`src/rtl/gate_sequencer.sv`:
```
// Frequency-meter measurement controller: opens a gate of selectable length, counts
// synchronized SigIn rising edges inside it, and publishes the count over valid/ack.
module gate_sequencer #(
    parameter int unsigned CNT_WIDTH  = 22,
    parameter int unsigned GATE0_CYC  = 500000,
    parameter int unsigned GATE1_CYC  = 5000000,
    parameter int unsigned GATE2_CYC  = 50000000,
    parameter int unsigned HOLD_CYC   = 25000000,
    parameter int unsigned LOW_THRESH = 1000
) (
    input  logic                 ClkRef,
    input  logic                 RstN,
    input  logic                 SigIn,
    input  logic                 Run,
    input  logic                 AutoRange,
    input  logic [1:0]           RangeSel,
    input  logic                 ResultAck,
    output logic [CNT_WIDTH-1:0] Count,
    output logic [1:0]           Range,
    output logic                 Overflow,
    output logic                 ResultValid,
    output logic                 GateOut,
    output logic                 Busy
);

    typedef enum logic [2:0] {IDLE, ARM, GATE, LATCH, WAIT_ACK, HOLD} state_t;

    state_t               state;
    logic                 sync1, sync2, hist;
    logic                 edge_pulse;
    logic [CNT_WIDTH-1:0] edge_cnt;
    logic                 ovf;
    logic [1:0]           work_range;
    logic [1:0]           arm_range;
    logic [31:0]          timer;
    logic [31:0]          gate_len;
    logic [31:0]          cnt_ext;

    assign edge_pulse = sync2 & ~hist;
    assign cnt_ext    = 32'(edge_cnt);

    // Range used by the upcoming gate: manual mode takes RangeSel (3 folds to 2).
    always_comb begin
        arm_range = work_range;
        if (!AutoRange)
            arm_range = (RangeSel == 2'd3) ? 2'd2 : RangeSel;
        case (arm_range)
            2'd0:    gate_len = GATE0_CYC;
            2'd1:    gate_len = GATE1_CYC;
            default: gate_len = GATE2_CYC;
        endcase
    end

    always_ff @(posedge ClkRef) begin
        if (!RstN) begin
            state       <= IDLE;
            sync1       <= 1'b0;
            sync2       <= 1'b0;
            hist        <= 1'b0;
            edge_cnt    <= '0;
            ovf         <= 1'b0;
            work_range  <= 2'd0;
            timer       <= '0;
            Count       <= '0;
            Range       <= 2'd0;
            Overflow    <= 1'b0;
            ResultValid <= 1'b0;
            GateOut     <= 1'b0;
            Busy        <= 1'b0;
        end else begin
            sync1 <= SigIn;
            sync2 <= sync1;
            hist  <= sync2;
            case (state)
                IDLE: begin
                    if (Run) begin
                        state <= ARM;
                        Busy  <= 1'b1;
                    end
                end
                ARM: begin
                    edge_cnt   <= '0;
                    ovf        <= 1'b0;
                    work_range <= arm_range;
                    timer      <= gate_len;
                    GateOut    <= 1'b1;
                    state      <= GATE;
                end
                GATE: begin
                    if (edge_pulse) begin
                        if (edge_cnt == '1)
                            ovf <= 1'b1;
                        else
                            edge_cnt <= edge_cnt + 1'b1;
                    end
                    timer <= timer - 32'd1;
                    if (timer <= 32'd1) begin
                        GateOut <= 1'b0;
                        state   <= LATCH;
                    end
                end
                LATCH: begin
                    // Auto re-runs go straight back to ARM regardless of Run.
                    if (AutoRange && ovf && work_range != 2'd0) begin
                        work_range <= work_range - 2'd1;
                        state      <= ARM;
                    end else if (AutoRange && cnt_ext < LOW_THRESH && work_range < 2'd2) begin
                        work_range <= work_range + 2'd1;
                        state      <= ARM;
                    end else begin
                        Count       <= edge_cnt;
                        Range       <= work_range;
                        Overflow    <= ovf;
                        ResultValid <= 1'b1;
                        state       <= WAIT_ACK;
                    end
                end
                WAIT_ACK: begin
                    if (ResultAck) begin
                        ResultValid <= 1'b0;
                        timer       <= HOLD_CYC;
                        state       <= HOLD;
                    end
                end
                HOLD: begin
                    timer <= timer - 32'd1;
                    if (timer <= 32'd1) begin
                        if (Run) begin
                            state <= ARM;
                        end else begin
                            state <= IDLE;
                            Busy  <= 1'b0;
                        end
                    end
                end
                default: state <= IDLE;
            endcase
        end
    end

endmodule

```
`config.mk`:
```
export PLATFORM = sky130hd
export DESIGN_NAME = gate_sequencer
export DESIGN_NICKNAME = d
export VERILOG_FILES = /design/src/rtl/gate_sequencer.sv
export SDC_FILE = /design/constraint.sdc
export NUM_CORES = 1
export LEC_CHECK = 0
export CAP_MARGIN = 40
export CELL_PAD_IN_SITES_DETAIL_PLACEMENT = 0
export CELL_PAD_IN_SITES_GLOBAL_PLACEMENT = 1
export CORE_MARGIN = 5
export CORE_UTILIZATION = 48
export CTS_CLUSTER_DIAMETER = 120
export CTS_CLUSTER_SIZE = 14
export DETAILED_ROUTE_END_ITERATION = 6
export PLACE_DENSITY = 0.81
export RECOVER_POWER = 100
export SYNTH_ARGS = -nofsm -noshare
export SYNTH_HDL_FRONTEND = slang
export SYNTH_SLANG_ARGS = --single-unit
```
`constraint.sdc`:
```
create_clock -name ClkRef -period 5.6 [get_ports ClkRef]
set_input_delay 1.12 -clock ClkRef [delete_from_list [all_inputs] [get_ports ClkRef]]
set_output_delay 1.12 -clock ClkRef [all_outputs]
set_load 0.01 [all_outputs]
```
; Word level (Yosys, flattened, before mapping)
; Index checks and enable logic that the tools add are counted.
; W data, S select, Z words.
[totals]
reg_bits = 91
input_bits = 8
[op_classes]
n_lt_le_gt_ge = 3
addsub = 4
reduce_logical = 22
mux = 32
n_bitwise = 4
eq_ne = 19
[op_table]
columns = operator, n
row1 = $pmux W32 S3, 1
row2 = $pmux W26 S2, 1
row3 = $mux W22, 2
row4 = $pmux W22 S2, 1
row5 = $le A32 B1 Y1 const B, 1
row6 = $mux W32, 1
row7 = $sub A32 B1 Y32 const B, 1
row8 = $add A22 B1 Y22 const B, 1
row9 = $eq A22 B22 Y1 const B, 1
row10 = $lt A22 B10 Y1 const B, 1
row11 = $ne A2 B2 Y1 const B, 10
row12 = $mux W3, 6
row13 = $pmux W3 S6, 1
row14 = $reduce_and A4 Y1, 3
row15 = $mux W1, 10
row16 = $reduce_bool A2 Y1, 5
row17 = $reduce_and A3 Y1, 3
row18 = $mux W2, 4
row19 = $pmux W1 S2, 4
row20 = $eq A3 B2 Y1 const B, 2
row21 = $eq A3 B3 Y1 const B, 2
row22 = $reduce_and A2 Y1, 3
row23 = $logic_and A1 B1 Y1, 4
row24 = $pmux W2 S2, 1
row25 = 13 further kinds, 15

; Depth between registers and ports, before layout
[depth]
ltp_word = 6
mapped_depth = 8

; Worst setup path after synthesis
; Ideal clock, no wire load.
[synth_path]
path_type = input to register
from = input port AutoRange
to = register Count[0]
cell_stages = 8
required_time_ps = 5472
setup_slack_ps = 2526
setup_time_ps = 128
arrival_ps = 2947
cell_sequence = clkbuf_1 > nor4b_1 > nand4_1 > o2111ai_1 > buf_2 > buf_1 > mux2i_1 > nor2_1
[synth_between]
elab_chain_len = 4
[synth_rtl]
columns = element, line
row1 = start: declaration, 15  ; input logic AutoRange,
row2 = $logic_and A1 B1 Y1 (on tied branches) (2 in a row), "107, 104"
row3 = $not A1 Y1 (no source line), --
row4 = $reduce_and A3 Y1 (no source line) *, --
row5 = end signal: assignment, 111  ; Count <= edge_cnt;
row6 = end: declaration, 18  ; output logic [CNT_WIDTH-1:0] Count,
; Every way passes the cells marked *; elsewhere a longest branch is shown, timed or not.
; A chain may end at the register's enable or synchronous reset.

==> flow_summary.toml <==
[outcome]
status = "finished clean"

[clocking]
cts_sinks = 91
cts_setup_buffers = 0
cts_inserted_buffers = 9
htreeDepth = 3
ctsHoldBuffers = 0
root_buffer = "clkbuf_8"
cts_resized = 0
tritoncts = "done"
clockBufferDepth = 2
cts.clk_slew.worst_paths_ps = 90
clk_latency_ps = 380

[placed_design]
dpl_worst_slack_ps = 1980
routabilityCongestion = 0.876
dpl.hpwl_um = 8550
io_buffers = 35

[die]
core-area_um2 = 9680
dieArea_um2 = 11900
die_h_um = 109
die_x_um = 109
start_util_pct = 48.7
num_io_pins = 36
floorplan.rows = 36

[worst_setup_path]
cp-end-kind = "flip-flop"
cp_common_cell = "clkbuf_1"
crit_slowest_cell = "clkbuf_1"
cp_num_buf_inv = 4
critPathArrivalTime_ps = 4450
crit_type = "in -> reg"
start_kind = "input port"
critical-path-top-delay-family = "buffers and inverters"
crit_fanout = 29
cp_cell_sequence = "dlygate4sd3_1 -> clkbuf_1 -> inv_1 -> clkbuf_1 -> or3_1 -> mux2i_1"
slowest_delay_ps = 850
cp_data_required_time_ps = 5910

[logic_synthesis]
ys.flop_type = "dfxtp_1"
syn_avg_cell_area_um2 = 8.50
syn-num-nets = 566
synthArstFlopShare_pct = 0
yosys-top-cells-area = "dfxtp_1, mux2i_1, nor2_1"
ys_ff_latch = 91
synthDistinctLibCells = 64
yosysSeqAreaShare_pct = 38.6
synth_edf_count = 0
synthCells = 555
synthesis.area_um2 = 4720
synth_top_cell_by_area = "dfxtp_1"
synth_warnings = 0
synth_top_cell_area_share_pct = 38.6

[timing]
fin_skew_ps = 10.0
rsz0062_at_grt = "false"
worstMarginPinSlew_ps = 1340
drv_slew = 0
worst_slack_ps = 1470
fin_setup_tns_ps = 0
finalCritPeriodShare_pct = 73.8
max_freq_ghz = 0.242
finalHoldViolations = 0
fin_crit_ps = 4130
max_slew_margin_pct = 10.5
setup_viol = 0

[routing]
avgViaCountPerCell = 6.07
ant_nets = 0
via_count = 4337
post_drt_wl_per_cell_um = 17.0
wl_um = 12100
initialDrtViolationCount = 310
drt_pass1_iterations = 5
drc_errors = 0

[power]
power.total_mw = 2.42
p_leak_nw = 2.10
vdd_ir_drop_max_v = 0.000290
powerDensity_nw_per_um2 = 455

[cells_and_area]
area_growth_pct = 12.6
finalNetCount = 587
fillCellCount = 920
multi_input_area_um2 = 2670
diodes = 0
drive_gt1_share_pct = 6.71
regArea_um2 = 1820

[job]
drv_cap = 0

[global_route]
grt_pass1_wl_um = 20100
grt_max_degree = 30
overflow = 0
grt_pass1_vias = 3924
grt_usage_pct = 21.4
antenna_found_initial = 0

[min_path]
min_path_type = "reg -> reg"
==> registers in the layout, indices dropped and copies added (netlist names) <==
register and flops:
state 3, Count 22, GateOut 1, ovf 1
Overflow 1, ResultValid 1, sync1 1, hist 1
Range 2, timer 32, sync2 1, work_range 2
edge_cnt 22, Busy 1
==> power by group <==
| group | switching (mW) | internal (mW) | total (mW) |
|---|---|---|---|
| registers | 0.131 | 0.738 | 0.869 |
| clock network | 0.250 | 0.177 | 0.427 |
| logic | 0.720 | 0.402 | 1.12 |
| total | 1.10 | 1.32 | 2.42 |
==> worst reg2reg max path, delay by kind of cell, from the launching register on <==
kind            cells  cell delay [ps]
compound gates      2             1600
simple gates        3              960
flops               1              700
==> cells in the mapped netlist (all sizes together) (6+ instances only) <==
library cell and n:
inv 14, nor4 22, a31oi 8, a21oi 42, dfxtp 91, nor2 60, nand3 11, nand2b 6
or4 21, xnor2 9, and2 6, mux2i 31, nand2 34, o211ai 11, o21ai 26, o21a 12
o31ai 8, or3 12, buf 7, o221a 7, nor3 16, clkbuf 27, nand4 12
==> final cells by class <==
cell class | count | area share [%]
clock inverter | 6 | 0.918
multi-input combinational | 416 | 50.3
tap | 133 | 3.13
clock buffer | 10 | 2.59
timing repair buffer | 44 | 7.82
sequential | 91 | 34.3
inverter | 14 | 0.989
==> final timing paths <==
check | start | to | slack (ps) | cells after the start
max reg2reg | state[1] | timer[26] | 2250 | 5
min | sync1 | sync2 | 450 | 1
min reg2reg | sync1 | sync2 | 450 | 1
max | RstN | edge_cnt[0] | 1470 | 6
==> cell families after synthesis <==
kind of cell               count (synthesis)  share of synthesized area (%)
adders and majority gates                  3                          0.796
buffers and inverters                     48                           4.35
muxes                                     32                           6.82
AOI/OAI and AO/OA                        147                           20.9
DFF                                       91                           38.6
xor gates and xnor gates                  10                           1.86
and+or+nand+nor                          224                           26.7
==> per-layer routing <==
metal  global-route usage [%]  wire, µm
met4                     6.49       171
met3                     3.85       635
met1                     32.6      6250
met5                        0         0
met2                     30.2      5090
==> cells in the final DEF, fill, tap and decap left out, types with 4 or more instances in the layout <==
cell             count
and2_1               4
dlygate4sd3_1       31
nand2b_1             6
inv_1               14
mux2i_1             31
nand4_1             12
a31oi_1              8
o31a_1               4
o211ai_1            11
or3_1               12
nor4_1              20
o21a_1              12
o21ai_0             25
clkbuf_8            10
nand2_1             34
nand3_1             11
clkdlybuf4s50_1      4
nor3_1              15
dfxtp_1             91
buf_4                4
a21oi_1             42
or4_1               20
xnor2_1              9
o221a_2              6
clkbuf_1             4
nor2_1              60
o41ai_1              4
o31ai_1              8
==> through the flow <==
step / cells / utilization (%) / cell area, µm² / hold WS (ps)
after detailed placement: 698 / 53.5 / 5180 / 428
after CTS: 714 / 55.4 / 5370 / 453
after global placement: 696 / 53.2 / 5150 / 434
after floorplan: 555 / - / 4720 / 412
after global routing: 714 / 54.9 / 5320 / 489
final: 714 / 54.9 / 5320 / 448
(Power assumes the default switching activity.)
